`src/rtl/pcie_dll_fc_credit_gate_pkg.sv`:
```
// Shared types and constants for the transmit-side DLL flow-control credit gate.
// Scale encodings, field widths, per-scale outstanding limits, FC DLLP header layout.
package pcie_dll_fc_credit_gate_pkg;

    localparam int NUM_FC_TYPES    = 3;
    localparam int HDR_FIELD_BITS  = 12;
    localparam int DATA_FIELD_BITS = 16;
    localparam int REQ_DATA_BITS   = 10;
    localparam int HDR_FC_BITS     = 8;
    localparam int DATA_FC_BITS    = 12;

    typedef enum logic [1:0] {
        FC_P   = 2'd0,
        FC_NP  = 2'd1,
        FC_CPL = 2'd2
    } fc_type_e;

    typedef enum logic [1:0] {
        DLLP_INITFC1  = 2'd0,
        DLLP_INITFC2  = 2'd1,
        DLLP_UPDATEFC = 2'd2,
        DLLP_FC_RSVD  = 2'd3
    } dllp_fc_kind_e;

    typedef enum logic [1:0] {
        FC_IDLE  = 2'd0,
        FC_INIT1 = 2'd1,
        FC_INIT2 = 2'd2,
        FC_READY = 2'd3
    } fc_state_e;

    localparam logic [1:0] SCALE_1X_A = 2'b00;
    localparam logic [1:0] SCALE_1X_B = 2'b01;
    localparam logic [1:0] SCALE_4X   = 2'b10;
    localparam logic [1:0] SCALE_16X  = 2'b11;

    localparam int HDR_MAX_1X   = 127;
    localparam int HDR_MAX_4X   = 508;
    localparam int HDR_MAX_16X  = 2032;
    localparam int DATA_MAX_1X  = 2047;
    localparam int DATA_MAX_4X  = 8188;
    localparam int DATA_MAX_16X = 32752;

    typedef struct packed {
        dllp_fc_kind_e           kind;
        logic [1:0]              fc_type;
        logic [1:0]              hdr_scale;
        logic [1:0]              data_scale;
        logic [HDR_FC_BITS-1:0]  hdr_fc;
        logic [DATA_FC_BITS-1:0] data_fc;
    } fcp_hdr_t;

    // Left-shift applied to a raw FC field for a given scale encoding.
    function automatic logic [2:0] scale_shift(input logic [1:0] enc);
        case (enc)
            SCALE_4X:  return 3'd2;
            SCALE_16X: return 3'd4;
            default:   return 3'd0;
        endcase
    endfunction

endpackage

```
`src/rtl/pcie_fc_credit_slot.sv`:
```
// One flow-control counter (hdr or data of one FC type): credit limit, credits consumed,
// infinite flag and recorded scale, with init/update/consume and the FCPE bound check.
module pcie_fc_credit_slot
    import pcie_dll_fc_credit_gate_pkg::*;
#(
    parameter int W       = 12,
    parameter int RAW_W   = 8,
    parameter int MAX_1X  = 127,
    parameter int MAX_4X  = 508,
    parameter int MAX_16X = 2032
) (
    input  logic             clk,
    input  logic             rst_n,
    input  logic             i_clr,
    input  logic             i_init,
    input  logic             i_upd,
    input  logic [1:0]       i_scale,
    input  logic [RAW_W-1:0] i_raw,
    input  logic             i_cons,
    input  logic [W-1:0]     i_req,
    output logic             o_ok,
    output logic             o_inf,
    output logic             o_fcpe
);

    localparam logic [W-1:0] M1   = W'(MAX_1X);
    localparam logic [W-1:0] M4   = W'(MAX_4X);
    localparam logic [W-1:0] M16  = W'(MAX_16X);
    localparam logic [W-1:0] HALF = {1'b1, {(W-1){1'b0}}};

    logic [W-1:0] r_cl;
    logic [W-1:0] r_cc;
    logic         r_inf;
    logic [2:0]   r_shift;

    logic [2:0]   w_shift;
    logic [W-1:0] w_scaled;
    logic [W-1:0] w_max;
    logic [W-1:0] w_outstanding;
    logic [W-1:0] w_room;
    logic         w_bound_ok;
    logic         w_raw_zero;

    assign w_shift       = scale_shift(i_scale);
    assign w_scaled      = W'(i_raw) << w_shift;
    assign w_raw_zero    = (i_raw == '0);
    assign w_outstanding = w_scaled - r_cc;
    assign w_bound_ok    = (w_outstanding <= w_max);
    assign w_room        = r_cl - r_cc - i_req;

    always_comb begin
        w_max = M1;
        case (w_shift)
            3'd2:    w_max = M4;
            3'd4:    w_max = M16;
            default: w_max = M1;
        endcase
    end

    assign o_ok  = r_inf || (w_room <= HALF);
    assign o_inf = r_inf;

    // An update is only bound-checked when its scale matches the recorded one,
    // so using the incoming scale for w_max is equivalent in every accepted case.
    assign o_fcpe = (i_init && !w_raw_zero && !w_bound_ok) ||
                    (i_upd && (r_inf ? !w_raw_zero
                                     : ((w_shift != r_shift) || !w_bound_ok)));

    always_ff @(posedge clk or negedge rst_n) begin
        if (!rst_n) begin
            r_cl    <= '0;
            r_cc    <= '0;
            r_inf   <= 1'b0;
            r_shift <= 3'd0;
        end else if (i_clr) begin
            r_cl    <= '0;
            r_cc    <= '0;
            r_inf   <= 1'b0;
            r_shift <= 3'd0;
        end else begin
            if (i_cons && !r_inf)
                r_cc <= r_cc + i_req;
            if (i_init) begin
                r_shift <= w_shift;
                if (w_raw_zero)
                    r_inf <= 1'b1;
                else if (w_bound_ok)
                    r_cl <= w_scaled;
            end else if (i_upd && !r_inf && (w_shift == r_shift) && w_bound_ok) begin
                r_cl <= w_scaled;
            end
        end
    end

endmodule

```
`src/rtl/pcie_dll_fc_credit_gate.sv`:
```
// Transmit-side DLL flow-control credit gate: FC init FSM, per-type hdr/data credit slots,
// TLP grant and Flow Control Protocol Error reporting.
module pcie_dll_fc_credit_gate
    import pcie_dll_fc_credit_gate_pkg::*;
#(
    parameter int NUM_FC_TYPES    = pcie_dll_fc_credit_gate_pkg::NUM_FC_TYPES,
    parameter int HDR_FIELD_BITS  = pcie_dll_fc_credit_gate_pkg::HDR_FIELD_BITS,
    parameter int DATA_FIELD_BITS = pcie_dll_fc_credit_gate_pkg::DATA_FIELD_BITS,
    parameter int REQ_DATA_BITS   = pcie_dll_fc_credit_gate_pkg::REQ_DATA_BITS
) (
    input  logic                        clk,
    input  logic                        rst_n,
    input  logic                        i_dl_up,
    input  logic                        i_fc_dllp_valid,
    input  logic [1:0]                  i_fc_dllp_kind,
    input  logic [1:0]                  i_fc_dllp_type,
    input  logic [1:0]                  i_fc_dllp_hdr_scale,
    input  logic [1:0]                  i_fc_dllp_data_scale,
    input  logic [7:0]                  i_fc_dllp_hdr_fc,
    input  logic [11:0]                 i_fc_dllp_data_fc,
    input  logic                        i_tlp_req_valid,
    input  logic [1:0]                  i_tlp_req_type,
    input  logic [REQ_DATA_BITS-1:0]    i_tlp_req_data,
    output logic                        o_tlp_req_ready,
    output logic                        o_fc_init_done,
    output logic [2*NUM_FC_TYPES-1:0]   o_fc_infinite,
    output logic                        o_fcpe
);

    localparam logic [2:0]                NT       = 3'(NUM_FC_TYPES);
    localparam logic [HDR_FIELD_BITS-1:0] HDR_ONE  = 1;

    fc_state_e                     r_state;
    fc_state_e                     w_state_nxt;
    logic [NUM_FC_TYPES-1:0]       r_rec;
    logic                          r_fcpe;

    fcp_hdr_t                      w_dllp;
    logic                          w_dllp_type_ok;
    logic                          w_is_init;
    logic                          w_is_upd;
    logic                          w_active;
    logic                          w_sel_ok;
    logic [NUM_FC_TYPES-1:0]       w_init_en;
    logic [NUM_FC_TYPES-1:0]       w_upd_en;
    logic [NUM_FC_TYPES-1:0]       w_cons;
    logic [NUM_FC_TYPES-1:0]       w_hdr_ok;
    logic [NUM_FC_TYPES-1:0]       w_data_ok;
    logic [2*NUM_FC_TYPES-1:0]     w_slot_fcpe;
    logic [DATA_FIELD_BITS-1:0]    w_req_data;

    assign w_dllp = '{kind:       dllp_fc_kind_e'(i_fc_dllp_kind),
                      fc_type:    i_fc_dllp_type,
                      hdr_scale:  i_fc_dllp_hdr_scale,
                      data_scale: i_fc_dllp_data_scale,
                      hdr_fc:     i_fc_dllp_hdr_fc,
                      data_fc:    i_fc_dllp_data_fc};

    assign w_dllp_type_ok = ({1'b0, w_dllp.fc_type} < NT);
    assign w_is_init = i_fc_dllp_valid && w_dllp_type_ok &&
                       ((w_dllp.kind == DLLP_INITFC1) || (w_dllp.kind == DLLP_INITFC2));
    assign w_is_upd  = i_fc_dllp_valid && w_dllp_type_ok && (w_dllp.kind == DLLP_UPDATEFC);
    assign w_active  = (r_state == FC_INIT2) || (r_state == FC_READY);
    assign w_req_data = DATA_FIELD_BITS'(i_tlp_req_data);

    always_comb begin
        w_sel_ok  = 1'b0;
        w_init_en = '0;
        w_upd_en  = '0;
        for (int t = 0; t < NUM_FC_TYPES; t++) begin
            if (i_tlp_req_type == 2'(t))
                w_sel_ok = w_hdr_ok[t] && w_data_ok[t];
            if (w_dllp.fc_type == 2'(t)) begin
                w_init_en[t] = (r_state == FC_INIT1) && w_is_init && !r_rec[t];
                w_upd_en[t]  = w_active && w_is_upd;
            end
        end
    end

    // Gated by i_dl_up directly so a request in flight as the link drops is never granted.
    assign o_tlp_req_ready = i_dl_up && w_active && w_sel_ok &&
                             ({1'b0, i_tlp_req_type} < NT);

    always_comb begin
        w_cons = '0;
        for (int t = 0; t < NUM_FC_TYPES; t++)
            w_cons[t] = i_tlp_req_valid && o_tlp_req_ready && (i_tlp_req_type == 2'(t));
    end

    always_comb begin
        w_state_nxt = r_state;
        case (r_state)
            FC_IDLE:  if (i_dl_up) w_state_nxt = FC_INIT1;
            FC_INIT1: if (&(r_rec | w_init_en)) w_state_nxt = FC_INIT2;
            FC_INIT2: if (w_is_upd || (w_is_init && w_dllp.kind == DLLP_INITFC2))
                          w_state_nxt = FC_READY;
            default:  w_state_nxt = r_state;
        endcase
        if (!i_dl_up)
            w_state_nxt = FC_IDLE;
    end

    always_ff @(posedge clk or negedge rst_n) begin
        if (!rst_n) begin
            r_state <= FC_IDLE;
            r_rec   <= '0;
            r_fcpe  <= 1'b0;
        end else begin
            r_state <= w_state_nxt;
            r_rec   <= i_dl_up ? (r_rec | w_init_en) : '0;
            r_fcpe  <= i_dl_up && (|w_slot_fcpe);
        end
    end

    assign o_fc_init_done = w_active;
    assign o_fcpe         = r_fcpe;

    for (genvar t = 0; t < NUM_FC_TYPES; t++) begin : g_type
        pcie_fc_credit_slot #(
            .W(HDR_FIELD_BITS), .RAW_W(HDR_FC_BITS),
            .MAX_1X(HDR_MAX_1X), .MAX_4X(HDR_MAX_4X), .MAX_16X(HDR_MAX_16X)
        ) u_hdr (
            .clk     (clk),
            .rst_n   (rst_n),
            .i_clr   (!i_dl_up),
            .i_init  (w_init_en[t]),
            .i_upd   (w_upd_en[t]),
            .i_scale (w_dllp.hdr_scale),
            .i_raw   (w_dllp.hdr_fc),
            .i_cons  (w_cons[t]),
            .i_req   (HDR_ONE),
            .o_ok    (w_hdr_ok[t]),
            .o_inf   (o_fc_infinite[2*t]),
            .o_fcpe  (w_slot_fcpe[2*t])
        );

        pcie_fc_credit_slot #(
            .W(DATA_FIELD_BITS), .RAW_W(DATA_FC_BITS),
            .MAX_1X(DATA_MAX_1X), .MAX_4X(DATA_MAX_4X), .MAX_16X(DATA_MAX_16X)
        ) u_data (
            .clk     (clk),
            .rst_n   (rst_n),
            .i_clr   (!i_dl_up),
            .i_init  (w_init_en[t]),
            .i_upd   (w_upd_en[t]),
            .i_scale (w_dllp.data_scale),
            .i_raw   (w_dllp.data_fc),
            .i_cons  (w_cons[t]),
            .i_req   (w_req_data),
            .o_ok    (w_data_ok[t]),
            .o_inf   (o_fc_infinite[2*t+1]),
            .o_fcpe  (w_slot_fcpe[2*t+1])
        );
    end

endmodule

```
`config.mk`:
```
export PLATFORM = sky130hd
export DESIGN_NAME = pcie_dll_fc_credit_gate
export DESIGN_NICKNAME = d
export VERILOG_FILES = /design/src/rtl/pcie_dll_fc_credit_gate_pkg.sv /design/src/rtl/pcie_fc_credit_slot.sv /design/src/rtl/pcie_dll_fc_credit_gate.sv
export SDC_FILE = /design/constraint.sdc
export NUM_CORES = 1
export LEC_CHECK = 0
export ABC_AREA = 1
export CORE_MARGIN = 2
export CORE_UTILIZATION = 45
export DETAILED_ROUTE_END_ITERATION = 16
export PLACE_DENSITY = 0.73
export SLEW_MARGIN = 25
export SYNTH_ARGS = -nofsm -noshare
export SYNTH_HDL_FRONTEND = slang
export SYNTH_SLANG_ARGS = --single-unit
```
`constraint.sdc`:
```
create_clock -name clk -period 12.3 [get_ports clk]
set_input_delay 2.46 -clock clk [delete_from_list [all_inputs] [get_ports clk]]
set_output_delay 2.46 -clock clk [all_outputs]
set_load 0.03 [all_outputs]
```
==> metrics.md <==
| Metric | Value |
|---|---|
| # diodes | `0` |
| Final Max Tran Viols | `0` |
| Worst Skew | `0.0172 ns` |
| Layout area overhead | `8.11%` |
| Die span in x | `229 um` |
| CTS tree | `done` |
| Grt ovf | `0` |
| CTS Root Cell | `clkbuf_16` |
| Post-synth cell types | `56` |
| Asr flop ratio synth | `100%` |
| Core area | `50000 um2` |
| Combinational Power Share | `42.8%` |
| Clk_lat worst skew | `0.48 ns` |
| Maximum number of pins on one net before global-route repair | `114` |
| Kind of critical path | `primary input to primary output` |
| Post-route ant nets | `0` |
| Fmax | `0.105 GHz` |
| Post-CTS Resized | `0` |
| Final Cycle Share | `77.5%` |
| Routability cong. | `1.00` |
| Synth Instances | `3351` |
| Detailed Place HPWL | `52500 um` |
| Post-synth top flop | `dfrtp_1` |
| Reg power frac | `29.9%` |
| Syn_nets | `3718` |
| CTS clock-pin slew for the worst setup and hold paths | `0.08 ns` |
| Critical Path Start Type | `primary input` |
| Post-Synth Simple-Gate Area | `32.3%` |
| Switching Fraction | `40.7%` |
| Mux share of post-synthesis cell area | `0%` |
| Adder-Cell Fraction of Synth Area | `19.1%` |
| Num CTS Buffers | `17` |
| Critical path arrival | `7.07 ns` |
| Yosys warns | `0` |
| IO Count | `54` |
| Drc violations | `0` |
| Routed len/inst | `16.3 um` |
| CTS H-tree lvls | `4` |
| Clk pwr share | `27.2%` |
| DRT Wirelength | `66400 um` |
| Leakage power | `13.1 nW` |
| Pwr Density | `92.7 nW/um2` |
| Post-synth top area share | `21.2%` |
| First-pass GRT wire length | `106000 um` |
| Post-Syn Area per Cell | `6.78 um2` |
| Final min period | `9.53 ns` |
| Max-slew headroom | `32.6%` |
| Largest family of logic cells by synthesized area | `simple AND/OR/NAND/NOR gates` |
| 1st-pass router iterations | `6` |
| Max-cap viol count | `0` |
| RSZ-0062 raised after global routing | `no` |
| Sw Pwr | `0.927 mW` |
| Tightest Hold Check Type | `register to register` |
| Final setup margin | `2.77 ns` |
| Crit path top cell by count | `nand2_1` |
| Row count | `82` |
| Met2 wire len | `29200 um` |
| Met1 WL | `31100 um` |
| Synth Register Bits | `192` |
| Seq/Total Area, Yosys | `21.2%` |
| Critical-path top delay cell | `clkdlybuf4s50_1` |
| Post-Synth XOR/XNOR Area | `5.71%` |
| Vias in the first global route | `20300` |
| EDFF count, synth | `0` |
| Core Util, Final | `49.1%` |
| Die Span Y | `229 um` |
| Power Internal | `1.35 mW` |
| Die area | `52300 um2` |
| CP cell instances | `clkdlybuf4s50_1, inv_1, fa_1, inv_1, ha_1, nor2_1, fa_1, inv_1, nand3_1, nand2_1, nand2_1, nand2_1, nand2_1, nand3b_1, nand2_1, nand4_1, o21ai_1, nand3_1, nand2_1, inv_1, nand2_1, nand3_1, inv_1, clkdlybuf4s50_1` |
| Clock Tree Buf Depth | `2` |
| Status | `completed` |
| Final setup fails | `0` |
| Initial Util | `45.4%` |
| Starting DRT DRC Count | `1988` |
| Area leader, netlist | `dfrtp_1` |
| Port bufs | `53` |
| Clock Sinks | `192` |
| Layout Nets | `3744` |
| Synth Area in Compound Gates | `10.7%` |
| Fin. Hold Viols | `0` |
| Routed wire length on met3 | `5030 um` |
| Critical path capture point type | `primary output` |
| Total GRT Usage | `25.3%` |
| Via count | `22100` |
| Initial antenna violation count | `0` |
| Top layer in use | `met4` |
| Pre-CTS setup slack | `2.70 ns` |
| Largest fanout on the critical path | `6` |
| Setup bufs post-CTS | `0` |
| Peak supply drop | `0.108 mV` |
| Layout cells sized above 1 | `4.16%` |
| Post-route insts no fill | `4062` |
| Worst EP required | `9.84 ns` |
| CTS Hold Buffers Added | `0` |
| Routed vias/inst | `5.45` |
| Post-synthesis cell area | `22700 um2` |
| Least-Margin Pin Slew | `1.00 ns` |
| Fillers | `5024` |
| Ranking of synthesized cells by area | `dfrtp_1, ha_1, nand2_1` |
| Post-route setup TNS | `0 ns` |
| Placed insts | `4029` |
| Peak per-stage delay on the critical path | `0.69 ns` |
worst max-delay path, delay by kind of cell:
kind | cells | cell delay (ns)
AOI/OAI and AO/OA | 1 | 0.33
buffers and inverters | 7 | 1.79
and+or+nand+nor | 13 | 1.46
adders and majority gates | 3 | 1.02
routing by layer:
layer | vias up | track usage, %
li1 | 11000 | -
met1 | 10300 | 36.9
met2 | 787 | 39.9
met3 | 67 | 3.13
met4 | 0 | 5.37
met5 | - | 0
logic make-up after synthesis:
kind of cell    count (synthesis)
compound gates                415
xor+xnor                      148
fa+ha+maj                     322
buf+inv                       641
flops                         192
simple gates                 1633
stage by stage:
stage               cell area (um2)  total power [mW]  hold slack, ns
detailed placement            23900              1.65           0.469
global placement              23900              1.64           0.461
finish                        24500              2.28           0.481
global route                  24500              2.45           0.502
CTS                           24500              2.27           0.488
floorplan                     22700              1.41           0.446
cells in the final DEF (no fill, tap or decap), types with 4 or more instances in the layout:
cell	netlist	routed
nand2_1	832	832
inv_1	563	563
nand3_1	310	310
ha_1	280	280
nor2_1	217	217
dfrtp_1	192	192
a21oi_1	168	168
xor2_1	121	121
nand4_1	109	109
o21ai_0	90	90
nor3_1	55	54
clkdlybuf4s50_1	0	51
fa_1	42	42
o21ai_1	38	38
nand3b_1	34	34
xnor2_1	27	27
o21ai_2	22	22
o211ai_1	17	17
nor4_1	17	17
clkbuf_16	0	17
buf_4	11	16
o22ai_1	15	15
a21o_1	14	14
nand2_2	13	13
o21bai_1	11	11
inv_2	10	10
nand3_2	10	10
nand2_4	8	8
or2_2	8	8
a211oi_1	8	8
nor2_2	7	6
o221ai_1	5	5
o21a_1	5	5
clkinv_1	5	5
inv_6	0	5
and2_1	4	4
a221oi_1	4	4
power groups by stage:
stage                     sequential [mW]  combinational [mW]  clock (mW)
after floorplan                     0.687               0.722           0
after global placement              0.692               0.947           0
after detailed placement            0.693               0.956           0
after CTS                           0.681               0.962       0.624
after global routing                0.685                1.11       0.651
final                               0.682               0.975       0.619
area by class of cell:
class / count / area [um2] / share of cell area [%]
repair buffers: 70 / 692 / 2.82
well taps: 672 / 841 / 3.43
clock inverters: 12 / 169 / 0.688
flip-flops and latches: 192 / 4800 / 19.6
multi-input cells: 2518 / 15400 / 62.8
clock buffers: 20 / 457 / 1.86
inverters: 578 / 2170 / 8.84
synth_stat cells (all sizes together), types with 8 or more instances:
master and instances:
inv 573, o211ai 19, or2 8, a21oi 169, buf 40, o21ai 151, o21bai 11, nor4 17
nor2 226, o22ai 15, a211oi 8, nand4 110, nand3b 34, fa 42, ha 280, clkbuf 23
xor2 121, nand3 322, dfrtp 192, nor3 56, xnor2 27, nand2 855, a21o 14
sequential cells by signal (all words and copies together), names as in the netlist:
signal,cells
g_type.u_data.o_inf,3
g_type.u_data.r_cc,48
g_type.u_data.r_cl,48
g_type.u_data.r_shift,6
g_type.u_hdr.o_inf,3
g_type.u_hdr.r_cc,36
g_type.u_hdr.r_cl,36
g_type.u_hdr.r_shift,6
o_fcpe,1
r_rec,3
r_state,2
path summary, 6_finish.rpt:
path                                          startpoint                   endpoint  slack (ns)  cells past startpoint
worst max-delay path                   i_tlp_req_data[0]            o_tlp_req_ready        2.77                     24
worst min-delay path             g_type[1].u_hdr.r_cl[5]    g_type[1].u_hdr.r_cl[5]        0.48                      2
worst max register to register  g_type[0].u_data.r_cc[0]  g_type[0].u_data.r_cc[10]        7.41                     25
worst min register to register   g_type[1].u_hdr.r_cl[5]    g_type[1].u_hdr.r_cl[5]        0.48                      2
max in group asynchronous                          rst_n   g_type[0].u_data.r_cc[9]        9.24                      3
min in group asynchronous                          rst_n    g_type[2].u_hdr.r_cc[5]        1.88                      1
Note: power is estimated with default switching activity, not from simulation.
